File: src/rtl/cpu_per_pkg.sv
// Shared types and default widths for the CPU/peripheral handshake link.
package cpu_per_pkg;

  localparam int DATA_W_DEF = 4;
  localparam int CNT_W_DEF  = 8;

  typedef enum logic [1:0] {
    C_IDLE = 2'd0,
    C_REQ  = 2'd1,
    C_REL  = 2'd2
  } c_state_t;

  typedef enum logic {
    P_WAIT = 1'b0,
    P_ACK  = 1'b1
  } p_state_t;

endpackage

File: src/rtl/cpu_tx.sv
// CPU-side sender: 4-phase request/release FSM driving an incrementing data word.
//
//  state  | meaning
//  C_IDLE | just out of reset, raises the first request on the next edge
//  C_REQ  | cpu_send high, word held stable until ack seen
//  C_REL  | cpu_send low, waiting for ack to drop before the next word
module cpu_tx
  import cpu_per_pkg::*;
#(
  parameter int DATA_W = DATA_W_DEF
) (
  input  logic              clk_i,
  input  logic              rst_i,
  input  logic              ack_i,
  output logic              send_o,
  output logic [DATA_W-1:0] dados_o
);

  c_state_t          state_q, state_d;
  logic              send_q, send_d;
  logic [DATA_W-1:0] dados_q, dados_d;

  always_ff @(posedge clk_i) begin
    if (rst_i) begin
      state_q <= C_IDLE;
      send_q  <= 1'b0;
      dados_q <= '0;
    end else begin
      state_q <= state_d;
      send_q  <= send_d;
      dados_q <= dados_d;
    end
  end

  always_comb begin
    state_d = state_q;
    case (state_q)
      C_IDLE:  state_d = C_REQ;
      C_REQ:   if (ack_i)  state_d = C_REL;
      C_REL:   if (!ack_i) state_d = C_REQ;
      default: state_d = C_IDLE;
    endcase
  end

  // The word only advances on re-request, so it never moves while send is high.
  always_comb begin
    send_d  = send_q;
    dados_d = dados_q;
    case (state_q)
      C_IDLE: send_d = 1'b1;
      C_REQ:  if (ack_i) send_d = 1'b0;
      C_REL: begin
        if (!ack_i) begin
          send_d  = 1'b1;
          dados_d = dados_q + DATA_W'(1);
        end
      end
      default: begin
        send_d  = 1'b0;
        dados_d = '0;
      end
    endcase
  end

  assign send_o  = send_q;
  assign dados_o = dados_q;

endmodule

File: src/rtl/per_rx.sv
// Peripheral-side receiver: acknowledges requests, latches the word and counts transfers.
//
//  state  | meaning
//  P_WAIT | ack low, accepts a request when not busy
//  P_ACK  | ack high, waiting for the sender to drop its request
module per_rx
  import cpu_per_pkg::*;
#(
  parameter int DATA_W = DATA_W_DEF,
  parameter int CNT_W  = CNT_W_DEF
) (
  input  logic              clk_i,
  input  logic              rst_i,
  input  logic              busy_i,
  input  logic              send_i,
  input  logic [DATA_W-1:0] dados_i,
  output logic              ack_o,
  output logic [DATA_W-1:0] dados_o,
  output logic              valid_o,
  output logic [CNT_W-1:0]  count_o
);

  p_state_t          state_q, state_d;
  logic              ack_q, ack_d;
  logic [DATA_W-1:0] dados_q, dados_d;
  logic              valid_q, valid_d;
  logic [CNT_W-1:0]  count_q, count_d;

  always_ff @(posedge clk_i) begin
    if (rst_i) begin
      state_q <= P_WAIT;
      ack_q   <= 1'b0;
      dados_q <= '0;
      valid_q <= 1'b0;
      count_q <= '0;
    end else begin
      state_q <= state_d;
      ack_q   <= ack_d;
      dados_q <= dados_d;
      valid_q <= valid_d;
      count_q <= count_d;
    end
  end

  always_comb begin
    state_d = state_q;
    case (state_q)
      P_WAIT:  if (send_i && !busy_i) state_d = P_ACK;
      P_ACK:   if (!send_i) state_d = P_WAIT;
      default: state_d = P_WAIT;
    endcase
  end

  // Busy only gates acceptance; once acked the release path ignores it.
  always_comb begin
    ack_d   = ack_q;
    dados_d = dados_q;
    valid_d = 1'b0;
    count_d = count_q;
    case (state_q)
      P_WAIT: begin
        if (send_i && !busy_i) begin
          ack_d   = 1'b1;
          dados_d = dados_i;
          valid_d = 1'b1;
          count_d = count_q + CNT_W'(1);
        end
      end
      P_ACK: if (!send_i) ack_d = 1'b0;
      default: ack_d = 1'b0;
    endcase
  end

  assign ack_o   = ack_q;
  assign dados_o = dados_q;
  assign valid_o = valid_q;
  assign count_o = count_q;

endmodule

File: src/rtl/cpu_per_link.sv
// Bring-up pair: sender and receiver on one clock with all handshake wires exported.
module cpu_per_link
  import cpu_per_pkg::*;
#(
  parameter int DATA_W = DATA_W_DEF,
  parameter int CNT_W  = CNT_W_DEF
) (
  input  logic              cpu_clock,
  input  logic              cpu_reset,
  input  logic              per_busy,
  output logic              cpu_send,
  output logic              per_ack,
  output logic [DATA_W-1:0] cpu_dados,
  output logic [DATA_W-1:0] per_dados,
  output logic              per_valid,
  output logic [CNT_W-1:0]  per_count
);

  cpu_tx #(
    .DATA_W (DATA_W)
  ) u_tx (
    .clk_i   (cpu_clock),
    .rst_i   (cpu_reset),
    .ack_i   (per_ack),
    .send_o  (cpu_send),
    .dados_o (cpu_dados)
  );

  per_rx #(
    .DATA_W (DATA_W),
    .CNT_W  (CNT_W)
  ) u_rx (
    .clk_i   (cpu_clock),
    .rst_i   (cpu_reset),
    .busy_i  (per_busy),
    .send_i  (cpu_send),
    .dados_i (cpu_dados),
    .ack_o   (per_ack),
    .dados_o (per_dados),
    .valid_o (per_valid),
    .count_o (per_count)
  );

endmodule

File: config.mk
export PLATFORM = sky130hd
export DESIGN_NAME = cpu_per_link
export DESIGN_NICKNAME = d
export VERILOG_FILES = /design/src/rtl/cpu_per_pkg.sv /design/src/rtl/cpu_tx.sv /design/src/rtl/per_rx.sv /design/src/rtl/cpu_per_link.sv
export SDC_FILE = /design/constraint.sdc
export NUM_CORES = 1
export LEC_CHECK = 0
export BUFFER_PORTS_ARGS = -buffer_cell sky130_fd_sc_hd__buf_2
export CORE_ASPECT_RATIO = 2
export CORE_MARGIN = 1.5
export CORE_UTILIZATION = 30
export DETAILED_ROUTE_END_ITERATION = 10
export HOLD_SLACK_MARGIN = 0.15
export MAX_ROUTING_LAYER = met4
export PLACE_DENSITY = 0.51
export SETUP_SLACK_MARGIN = 0.05
export SYNTH_ARGS = -nofsm -noshare
export SYNTH_HDL_FRONTEND = slang
export SYNTH_SLANG_ARGS = --single-unit
File: constraint.sdc
create_clock -name cpu_clock -period 2.8 [get_ports cpu_clock]
set_clock_uncertainty 0.1 [all_clocks]
set_input_delay 0.56 -clock cpu_clock [delete_from_list [all_inputs] [get_ports cpu_clock]]
set_output_delay 0.56 -clock cpu_clock [all_outputs]
set_load 0.02 [all_outputs]
Word level (Yosys, flattened, before mapping)
Cells that the tools add are included.
- register bits: 22
- output and inout port bits: 19
- word-level logic and storage cells: 41
- add/sub/neg operators: 2
- bitwise gates (word level): 2
- equal/unequal tests: 6
- reduce and logical (&&, ||, !) cells: 9
- muxes and demuxes: 14
- operator list (cell ; number):
    8-bit by 1-bit adder with 8-bit output (second input constant) ; 1
    4-bit case mux with 2 select lines ; 1
    2-bit AND reduction ; 4
    1-bit 2-to-1 mux ; 6
    2-bit case mux with 3 select lines ; 1
    4-bit by 1-bit adder with 4-bit output (second input constant) ; 1
    2-bit 2-to-1 mux ; 2
    4-bit 2-to-1 mux ; 1
    2-bit by 1-bit != test with 1-bit output (second input constant) ; 2
    2-bit != test (second input constant) ; 2
    1-bit case mux with 2 select lines ; 2
    2-bit OR reduction ; 2
    1-bit case mux with 3 select lines ; 1
    2-bit by 1-bit equality test with 1-bit output (second input constant) ; 1
    2-bit equality test (second input constant) ; 1
    2-bit zero test ; 1
    1-bit inverter ; 2
    1-bit logical AND ; 1
    1-bit zero test ; 1

Logic depth before layout (Yosys ltp)
- depth after elaboration: 4
- gate-level depth with buffers: 6
- mapped depth without buffers: 5

Cells and area by module
A second synthesis with hierarchy kept.
- cell total of the unflattened synthesis: 93
- area total of the unflattened synthesis: 900.9 µm²
- modules (own cells, without submodules) (module ; area an instance (µm²) ; instances ; seq. area each (µm²) ; cells an instance):
    per_rx ; 599.3 ; 1 ; 300.3 ; 62
    cpu_tx ; 301.5 ; 1 ; 120.1 ; 31

Worst setup path after synthesis
No wires, ideal clock.
- path type: reg2reg
- start: register u_tx.state_q[0] (netlist name)
- end: register u_rx.count_q[5] (netlist: u_rx.count_o[5])
- arrival time: 1463 ps
- data required time: 2572 ps
- path slack: 1109 ps
- stages on the path, launching flop included: 7
- clock period less this slack: 1691 ps
- buffers on the path: 2
- path through: dfxtp_1 buf_4 or3b_1 buf_6 nor3_4 xnor2_1 nor2_1
- RTL lines (item ; line ; text):
    to (signal assigned) ; per_rx.sv:41 ; count_q <= count_d;
    to (decl) ; per_rx.sv:27 ; logic [CNT_W-1:0] count_q, count_d;

==> reports/results.ini <==
[timing]
rsz0062_at_grt=no
worst_slew_pin_slew_ns=0.609
setup_viol=0
timing.setup.tns_ns=0
max_freq_mhz=554
finalCritPeriodShare_pct=64.5
maxSlewViolCount=0
slew_headroom_pct=59.2
hold_viol_final=0
timing.final.crit_period_ns=1.81

[synth]
ys.warnings.count=0
ys_ff_latch=21
syn-cell-area_sq_um=875
synthSimpleGateAreaFrac_pct=26.0
synthMuxAreaShare_pct=0
synth_compound_area_share_pct=11.7
syn_inst=99
yosys.area_share.adder_pct=2.86
seq_area_frac_synth_pct=48.1
syn_area_per_cell_sq_um=8.83
synthXorXnorAreaFrac_pct=7.01
syn_nets=104
synth_top_family_by_area=simple AND/OR/NAND/NOR gates
synth_cell_types=26

[run]
cap_violations=0

[worst_setup_path]
start_kind=flip-flop
critPathMaxFanout=11
r2r_cells=3
cp_data_arrival_time_ns=1.89
path_class=flip-flop to flip-flop
ff2ff_setup_slack_ns=0.99
crit_path_end_kind=flip-flop
reg2reg_to=u_rx.count_o[3]
rr_startpoint=u_tx.state_q[0]
cp.required_ns=2.89

[die]
dieArea_sq_um=3270
io_pins=22
core-area_sq_um=2770
die_h_um=79.4
initial_utilization_pct=31.6
dieWidth_um=41.2
num_rows=27

[status]
outcome=complete, no violations

[routing]
wirelength_um=1750
drtIter0Drc=14
first_pass_iters=4
vias_per_cell=4.95
drc=0
vias=738
ant_nets=0
wl_per_cell_um=11.8

[layout]
utilization_pct=37.4
area_growth_pct=18.3
fin_cells=149
antenna_cells=0
final_area_sq_um=1030
nNetsFinal=126
drive_gt1_share_pct=22.5

[place]
dp_hpwl_um=1300
placed_cell_area_sq_um=990
gp_congestion=0.638
portBuffers=21
placedCellCount=145

[clock_tree]
clock-sinks=21
clkLatencyLatePin_ns=0.25
cts_buffers=3
cts.path.max_buffers=2
cts_resized=0
cts-htree-levels=1
clock-root-buffer=clkbuf_8
path_clk_slew_ns=0.07
tritoncts=yes
cts_setup_buffers=0
cts_hold_buffers=0

[global_route]
antenna_found_initial=0
grt.overflow.total=0
grt_pass1_wl_um=2940
grt_max_degree=22
grt_pass1_vias=701
grt_usage_pct=13.0

[pwr]
p_per_area_nw_per_um2=525
vdd_drop_max_uv=231
power.total_uw=543
cellLeakagePower_nw=0.459

[hold_path]
hold_path_end=u_rx.dados_o[2]
min_from=u_rx.dados_o[2]
hp-class=flip-flop to flip-flop
hold_path_depth=2

cells in the final DEF, fill, tap and decap left out, types with 3 or more instances in the layout:
master / netlist / routed
xor2_1: 3 / 3
dfxtp_1: 21 / 21
clkbuf_8: 0 / 3
nor2_1: 14 / 14
a21oi_1: 11 / 11
inv_1: 3 / 3
nand2_1: 14 / 14
nand4_1: 3 / 3
buf_2: 0 / 21
o21ai_0: 4 / 4
xnor2_1: 4 / 4
synthesized netlist by cell type, drive strengths merged:
cell type  number  area (sq um)
nor2           14          52.6
nand2b          1          6.26
a22oi           2          15.0
o21ai           5          25.0
nand3           1          5.00
nor2b           1          6.26
clkbuf          2          7.51
nor3            4          42.5
a21oi          11          55.1
inv             3          11.3
or3             1          6.26
and3            1          6.26
and4b           1          10.0
ha              2          25.0
buf             2          18.8
nand2          14          52.6
or3b            1          8.76
nand4           3          18.8
xor2            3          26.3
nor3b           1          12.5
xnor2           4          35.0
a211oi          1          7.51
dfxtp          21           420
kinds of logic (layout without fill, tap and decap cells):
group | Yosys count | in the layout
xor gates and xnor gates | 7 | 7
adders and majority gates | 2 | 2
and+or+nand+nor | 43 | 43
DFF | 21 | 21
AOI/OAI and AO/OA | 19 | 19
buffers and inverters | 7 | 28
final cells by class:
type                            instances  area, sq um
Multi-Input combinational cell         71          417
Timing Repair Buffer                   21          105
Fill cell                             308         1740
Tap cell                               29         36.3
Sequential cell                        21          420
Inverter                                3         11.3
Clock buffer                            4         45.0
state kept, by name, summed over array words and instances, names as in the netlist:
name,cells
u_rx.ack_o,1
u_tx.state_q,2
u_tx.dados_o,4
u_rx.dados_o,4
u_rx.valid_o,1
u_rx.count_o,8
u_rx.state_q,1
metal layers:
layer  track usage, %  share of wire (%)  vias to the layer above
li1                 -                  -                      375
met1             13.3                 41                      344
met2             21.7                 53                       17
met3             2.51                4.3                        2
met4             6.77                1.7                        0
met5                -                  0                        -
report_power, final:
| part | leakage [nW] | switching, mW | internal (mW) |
|---|---|---|---|
| clock network | 0.0228 | 0.0896 | 0.101 |
| registers | 0.170 | 0.00894 | 0.305 |
| logic | 0.266 | 0.0259 | 0.0127 |
worst max-delay path: stages, from the launching register on:
cell and delay (ns):
dfxtp_1 0.50, or3b_1 0.60, or3_1 0.41, a21oi_1 0.13
metrics by stage:
| stage | hold WS (ns) | setup slack (ns) |
|---|---|---|
| after floorplan | 0.363 | 1.11 |
| after global placement | 0.350 | 0.860 |
| after detailed placement | 0.351 | 0.842 |
| after CTS | 0.361 | 0.983 |
| after global routing | 0.388 | 0.877 |
| final | 0.355 | 0.994 |
worst max-delay path by stage:
stage | slack, ns | depth (start not counted) | startpoint | endpoint
CTS | 0.98 | 3 | u_tx.state_q[0] | u_rx.count_o[3]
finish | 0.99 | 3 | u_tx.state_q[0] | u_rx.count_o[3]
floorplan | 1.11 | 6 | u_tx.state_q[0] | u_rx.count_o[5]
global route | 0.88 | 4 | u_tx.state_q[0] | u_rx.count_o[6]
global placement | 0.86 | 4 | per_busy | u_rx.count_o[3]
detailed placement | 0.84 | 4 | per_busy | u_rx.count_o[3]
Note: power is estimated with default switching activity, not from simulation.
